`config.mk`:
```
export PLATFORM = sky130hd
export DESIGN_NAME = m10k_matrix_mover
export DESIGN_NICKNAME = d
export VERILOG_FILES = /design/src/rtl/m10k_matrix_mover.sv
export SDC_FILE = /design/constraint.sdc
export NUM_CORES = 2
export LEC_CHECK = 0
export ABC_AREA = 1
export CAP_MARGIN = 20
export CORE_ASPECT_RATIO = 0.9
export CORE_MARGIN = 5
export CORE_UTILIZATION = 34
export DETAILED_ROUTE_END_ITERATION = 7
export SETUP_SLACK_MARGIN = 0.5
export SLEW_MARGIN = 25
export SYNTH_ARGS = -nofsm -noshare
export SYNTH_HDL_FRONTEND = slang
export SYNTH_SLANG_ARGS = --single-unit
```
`constraint.sdc`:
```
create_clock -name i_clk -period 17 [get_ports i_clk]
set_input_delay 3.4 -clock i_clk [delete_from_list [all_inputs] [get_ports i_clk]]
set_output_delay 3.4 -clock i_clk [all_outputs]
set_load 0.02 [all_outputs]
```
`src/rtl/m10k_matrix_mover.sv`:
```
// m10k_matrix_mover: reads R rows from a single-port M10K into a local buffer,
//   then writes them back at a new base as a straight copy or transposed.
// Latency: start accepted at edge 0, writes in cycles 1+R+RD_LAT..2R+RD_LAT,
//   o_done pulses in cycle 2R+RD_LAT+1 (cycle 1 when R==0).
// Backpressure: none. The RAM is assumed to accept one access per cycle, and
//   i_start is ignored while o_busy is high.
// Ports: i_clk/i_rst clock and async reset; i_start/i_mode/i_rd_base/i_wr_base/
//   i_rows are the command; i_read_data is the RAM read data; o_address/o_wr_en/
//   o_write_data drive the RAM; o_busy/o_done/o_state report status.
module m10k_matrix_mover #(
  parameter int DATA_LEN     = 32,
  parameter int M            = 8,
  parameter int N            = 8,
  parameter int ADDRESS_SIZE = 4,
  parameter int RD_LAT       = 1
) (
  input  logic                      i_clk,
  input  logic                      i_rst,
  input  logic                      i_start,
  input  logic                      i_mode,
  input  logic [ADDRESS_SIZE-1:0]   i_rd_base,
  input  logic [ADDRESS_SIZE-1:0]   i_wr_base,
  input  logic [$clog2(M+1)-1:0]    i_rows,
  input  logic [DATA_LEN*N-1:0]     i_read_data,
  output logic [ADDRESS_SIZE-1:0]   o_address,
  output logic                      o_wr_en,
  output logic [DATA_LEN*N-1:0]     o_write_data,
  output logic                      o_busy,
  output logic                      o_done,
  output logic [2:0]                o_state
);

  localparam int RW = $clog2(M+1);
  localparam int IW = (M > 1) ? $clog2(M) : 1;
  localparam int W  = DATA_LEN*N;
  localparam bit TRANSPOSE_OK = (M == N);

  localparam logic [2:0] S_IDLE  = 3'd7;
  localparam logic [2:0] S_READ  = 3'd0;
  localparam logic [2:0] S_DRAIN = 3'd1;
  localparam logic [2:0] S_WRITE = 3'd2;
  localparam logic [2:0] S_DONE  = 3'd3;

  logic [2:0]              r_state;
  logic                    r_mode;
  logic [ADDRESS_SIZE-1:0] r_rd_base;
  logic [ADDRESS_SIZE-1:0] r_wr_base;
  logic [RW-1:0]           r_rows;
  logic [RW-1:0]           r_cnt;
  logic [1:0]              r_dcnt;
  logic [RD_LAT-1:0]       r_pv;
  logic [IW-1:0]           r_pidx [RD_LAT];
  logic [W-1:0]            r_buf  [M];

  logic [RW-1:0]           w_rows_eff;
  logic                    w_last;
  logic [IW-1:0]           w_cidx;
  logic [ADDRESS_SIZE-1:0] w_cnt_addr;
  logic [W-1:0]            w_tdat;

  // Transpose always moves a full square, so the requested row count is ignored.
  always_comb begin
    w_rows_eff = i_rows;
    if (TRANSPOSE_OK && i_mode)
      w_rows_eff = RW'(M);
    else if (i_rows > RW'(M))
      w_rows_eff = RW'(M);
  end

  assign w_last     = (RW'(r_cnt + 1'b1) == r_rows);
  assign w_cidx     = IW'(r_cnt);
  assign w_cnt_addr = ADDRESS_SIZE'(r_cnt);

  always_ff @(posedge i_clk or posedge i_rst) begin
    if (i_rst) begin
      r_state   <= S_IDLE;
      r_mode    <= 1'b0;
      r_rd_base <= '0;
      r_wr_base <= '0;
      r_rows    <= '0;
      r_cnt     <= '0;
      r_dcnt    <= '0;
    end else begin
      case (r_state)
        S_IDLE: begin
          if (i_start) begin
            r_mode    <= i_mode & TRANSPOSE_OK;
            r_rd_base <= i_rd_base;
            r_wr_base <= i_wr_base;
            r_rows    <= w_rows_eff;
            r_cnt     <= '0;
            r_state   <= (w_rows_eff == '0) ? S_DONE : S_READ;
          end
        end
        S_READ: begin
          if (w_last) begin
            r_cnt   <= '0;
            r_dcnt  <= '0;
            r_state <= S_DRAIN;
          end else begin
            r_cnt <= r_cnt + 1'b1;
          end
        end
        S_DRAIN: begin
          if (r_dcnt == 2'(RD_LAT-1)) r_state <= S_WRITE;
          else                        r_dcnt  <= r_dcnt + 1'b1;
        end
        S_WRITE: begin
          if (w_last) begin
            r_cnt   <= '0;
            r_state <= S_DONE;
          end else begin
            r_cnt <= r_cnt + 1'b1;
          end
        end
        S_DONE:  r_state <= S_IDLE;
        default: r_state <= S_IDLE;
      endcase
    end
  end

  // Valid/row-index shift chain: the tail lines up with the RAM returning
  // data for the address presented RD_LAT cycles earlier.
  always_ff @(posedge i_clk or posedge i_rst) begin
    if (i_rst) begin
      r_pv <= '0;
      for (int i = 0; i < RD_LAT; i++) r_pidx[i] <= '0;
    end else begin
      r_pv[0]   <= (r_state == S_READ);
      r_pidx[0] <= w_cidx;
      for (int i = 1; i < RD_LAT; i++) begin
        r_pv[i]   <= r_pv[i-1];
        r_pidx[i] <= r_pidx[i-1];
      end
    end
  end

  // Buffer contents need no reset; every row used is written before it is read.
  always_ff @(posedge i_clk) begin
    if (r_pv[RD_LAT-1]) r_buf[r_pidx[RD_LAT-1]] <= i_read_data;
  end

  generate
    if (TRANSPOSE_OK) begin : g_tp
      for (genvar j = 0; j < N; j++) begin : g_word
        assign w_tdat[DATA_LEN*j +: DATA_LEN] = r_buf[j][DATA_LEN*w_cidx +: DATA_LEN];
      end
    end else begin : g_no_tp
      assign w_tdat = '0;
    end
  endgenerate

  always_comb begin
    o_address    = '0;
    o_wr_en      = 1'b0;
    o_write_data = '0;
    case (r_state)
      S_READ: o_address = r_rd_base + w_cnt_addr;
      S_WRITE: begin
        o_wr_en      = 1'b1;
        o_address    = r_wr_base + w_cnt_addr;
        o_write_data = r_mode ? w_tdat : r_buf[w_cidx];
      end
      default: ;
    endcase
  end

  assign o_state = r_state;
  assign o_busy  = (r_state != S_IDLE);
  assign o_done  = (r_state == S_DONE);

endmodule

```
==> impl_metrics.tcl <==
set metrics [dict create \
    status "finished, violations left" \
    violations "DRC" \
    htree_levels 4 \
    drtPass1Iterations 8 \
    antenna_found_initial 145 \
    p_leak_nw 40.5 \
    grt_pass1_wl_um 530000 \
    regArea_um2 62200 \
    drt_iter0_drc 11900 \
    critPathCaptureType "output port" \
    crit_required_ps 13600 \
    netlist_area_um2 97900 \
    placed_cell_area_um2 106000 \
    cts_setup_buffers 0 \
    cts_resized 0 \
    power_mw 18.1 \
    fp-row-count 186 \
    r2r_setup_slack_ps 12010 \
    multi_input_area_um2 31400 \
    yosysMostFrequentCell "nand2_1" \
    synth_seq_area_share_pct 63.5 \
    grt_overflow 0 \
    relSlewSlack_pct 26.0 \
    grt_usage_pct 23.9 \
    ys_types 30 \
    grt_pass1_vias 74000 \
    tightest_slew_ps 1110 \
    hold_viol_final 0 \
    start_util_pct 34.2 \
    ir_drop_v 0.000131 \
    holdPathStages 2 \
    worst_hold_path_type "register to register" \
    die_area_um2 299000 \
    clock.fmax_mhz 96.2 \
    tritoncts "built" \
    max_stage_delay_ps 810 \
    io_pins 538 \
    path_cells "buf_4, buf_4, buf_4, buf_4, buf_4, nand2_1, nand3_1, nand3_1, nand3_1, nand2_1, nor2_1, clkdlybuf4s50_1" \
    syn_to_final_growth_pct 15.7 \
    cap_violations 0 \
    numCtsBuffers 218 \
    portBuffers 537 \
    nFillCells 27300 \
    r2r-start "r_cnt[0]" \
    clkLatencyLatePin_ps 870 \
    dp_hpwl_um 240000 \
    clkPwrFrac_pct 26.5 \
    timing.rr.end "r_cnt[0]" \
    skew_ps 44.7 \
    antenna_left 0 \
    tns_ps 0 \
    fp.coreArea_um2 286000 \
    drv_slew 0 \
    nets 10500 \
    wl_um 372000 \
    cts_hold_buf 0 \
    period_needed_ps 10400 \
    gp_congestion 0.909 \
    clkTransAtPathRegs_ps 60 \
    p_int_mw 10.6 \
    fin_area_um2 113000 \
    cp_max_fo 88 \
    rsz0062_at_grt "false" \
    post-route-util_pct 39.6 \
    synthesis.nets 10400 \
    synth_top_area_cell "edfxtp_1" \
    layout-drive-gt1-share_pct 4.58 \
    cts-root-buf "clkbuf_16" \
    startpoint_type "register" \
    setup_violations 0 \
    netlist_top_cells_count "3497 x nand2_1, 2132 x nand3_1, 2048 x edfxtp_1" \
    syn_area_per_cell_um2 9.67 \
    clockBufferDepth 3 \
    ys_seq_elements 2074 \
    timing.final.crit_share_pct 61.2 \
    reg2reg_depth 11 \
    drc 2 \
    critPathArrivalTime_ps 7000 \
    hold_end "r_rd_base[1]" \
    pwr_density_cell_nw_per_um2 160 \
    ys_warn_count 0 \
    clock_sinks 2074 \
    num_vias 80300 \
    die_y_um 519 \
    swShare_pct 41.8 \
    cp_common_cell "buf_4" \
    grt_start_max_net_pins 199 \
    via_per_inst 5.62 \
    chipWidth_um 576 \
    synth_area_leaders "edfxtp_1 63%, nand2_1 13%, nand3_1 11%" \
    worst-setup-path-type "register to output port" \
    net-switching-power_mw 7.56 \
    synth_ff_type "edfxtp_1" \
    min_from "r_rd_base[1]" \
    synth-async-reset-ratio_pct 1.25 \
    wl_per_cell_um 26.0 \
    synth_top_area_share_pct 62.8 \
    combPwrFrac_pct 40.8 \
    critPathSlowestCell "buf_4" \
    synth_cells 10100 \
    synth_edf_count 2048 \
    seq_power_share_pct 32.7 \
]
-- cells by family after synthesis --
group | Yosys count | share of synthesized area, %
buf+inv | 1015 | 4.55
flops | 2074 | 63.5
fa+ha+maj | 6 | 0.0844
simple gates | 6126 | 26.7
compound gates | 900 | 5.22
-- registers in the layout, summed over array words and instances (netlist names) --
| register | cells |
|---|---|
| r_buf | 2048 |
| r_cnt | 4 |
| r_rd_base | 4 |
| r_rows | 4 |
| r_wr_base | 4 |
| o_state | 3 |
| r_pidx | 3 |
| r_dcnt | 2 |
| r_mode | 1 |
| r_pv | 1 |
-- routing by layer --
layer  up-vias  global-route usage (%)  wire, µm
met3       587                    10.5     54900
met4        98                    7.24     10700
met2      4973                    31.7    146000
met1     38800                    34.7    160000
met5         -                       0       621
li1      35800                       -         -
-- power groups by stage --
stage | logic [mW] | clock network [mW] | registers [mW]
floorplan | 4.74 | 0 | 6.02
global placement | 7.15 | 0 | 6.03
detailed placement | 7.20 | 0 | 6.03
CTS | 7.23 | 4.86 | 5.92
global route | 8.00 | 5.08 | 5.94
finish | 7.39 | 4.80 | 5.93
-- worst max path at each step --
stage / from / to / slack [ps] / depth (start not counted)
floorplan: r_pidx[2] / r_buf[0][0] / 4960 / 3
global placement: r_cnt[0] / o_write_data[26] / 7810 / 11
detailed placement: r_cnt[0] / o_write_data[125] / 7740 / 12
CTS: r_cnt[0] / o_write_data[125] / 6740 / 12
global route: r_cnt[0] / o_write_data[125] / 6380 / 12
finish: r_cnt[0] / o_write_data[125] / 6600 / 12
-- worst max-delay path: cells and delay by family (launching register included) --
kind / cells / cell delay [ps]
buffers and inverters: 6 / 4090
DFF: 1 / 740
and+or+nand+nor: 6 / 1140
-- cell usage in the layout, fill, tap and decap left out, drive strengths merged, types with 24 or more instances in the layout --
cell | synthesis | final
nand3 | 2132 | 2132
a21oi | 235 | 235
nor2 | 338 | 338
nand2 | 3498 | 3498
o21ai | 338 | 338
bufinv | 0 | 24
o211ai | 148 | 148
buf | 522 | 129
clkbuf | 217 | 257
inv | 276 | 285
nand4 | 113 | 113
edfxtp | 2048 | 2048
nand3b | 26 | 26
clkdlybuf4s50 | 0 | 537
a31oi | 169 | 169
clkinv | 0 | 114
diode | 0 | 74
-- stage by stage --
step	std cells	hold WS, ps	worst slack (ps)
floorplan	10100	395	4960
CTS	14200	484	6740
global placement	13800	462	7810
detailed placement	13800	472	7740
global route	14200	503	6380
finish	14300	485	6600
-- area by class of cell --
class	instances	share of cell area, %
multi-input cells	7032	27.7
inverters	276	0.955
well taps	3760	4.16
clock buffers	257	5.00
flip-flops and latches	2074	54.9
diodes	74	0.164
clock inverters	154	1.28
repair buffers	666	5.81
Note: power is estimated with default switching activity, not from simulation.
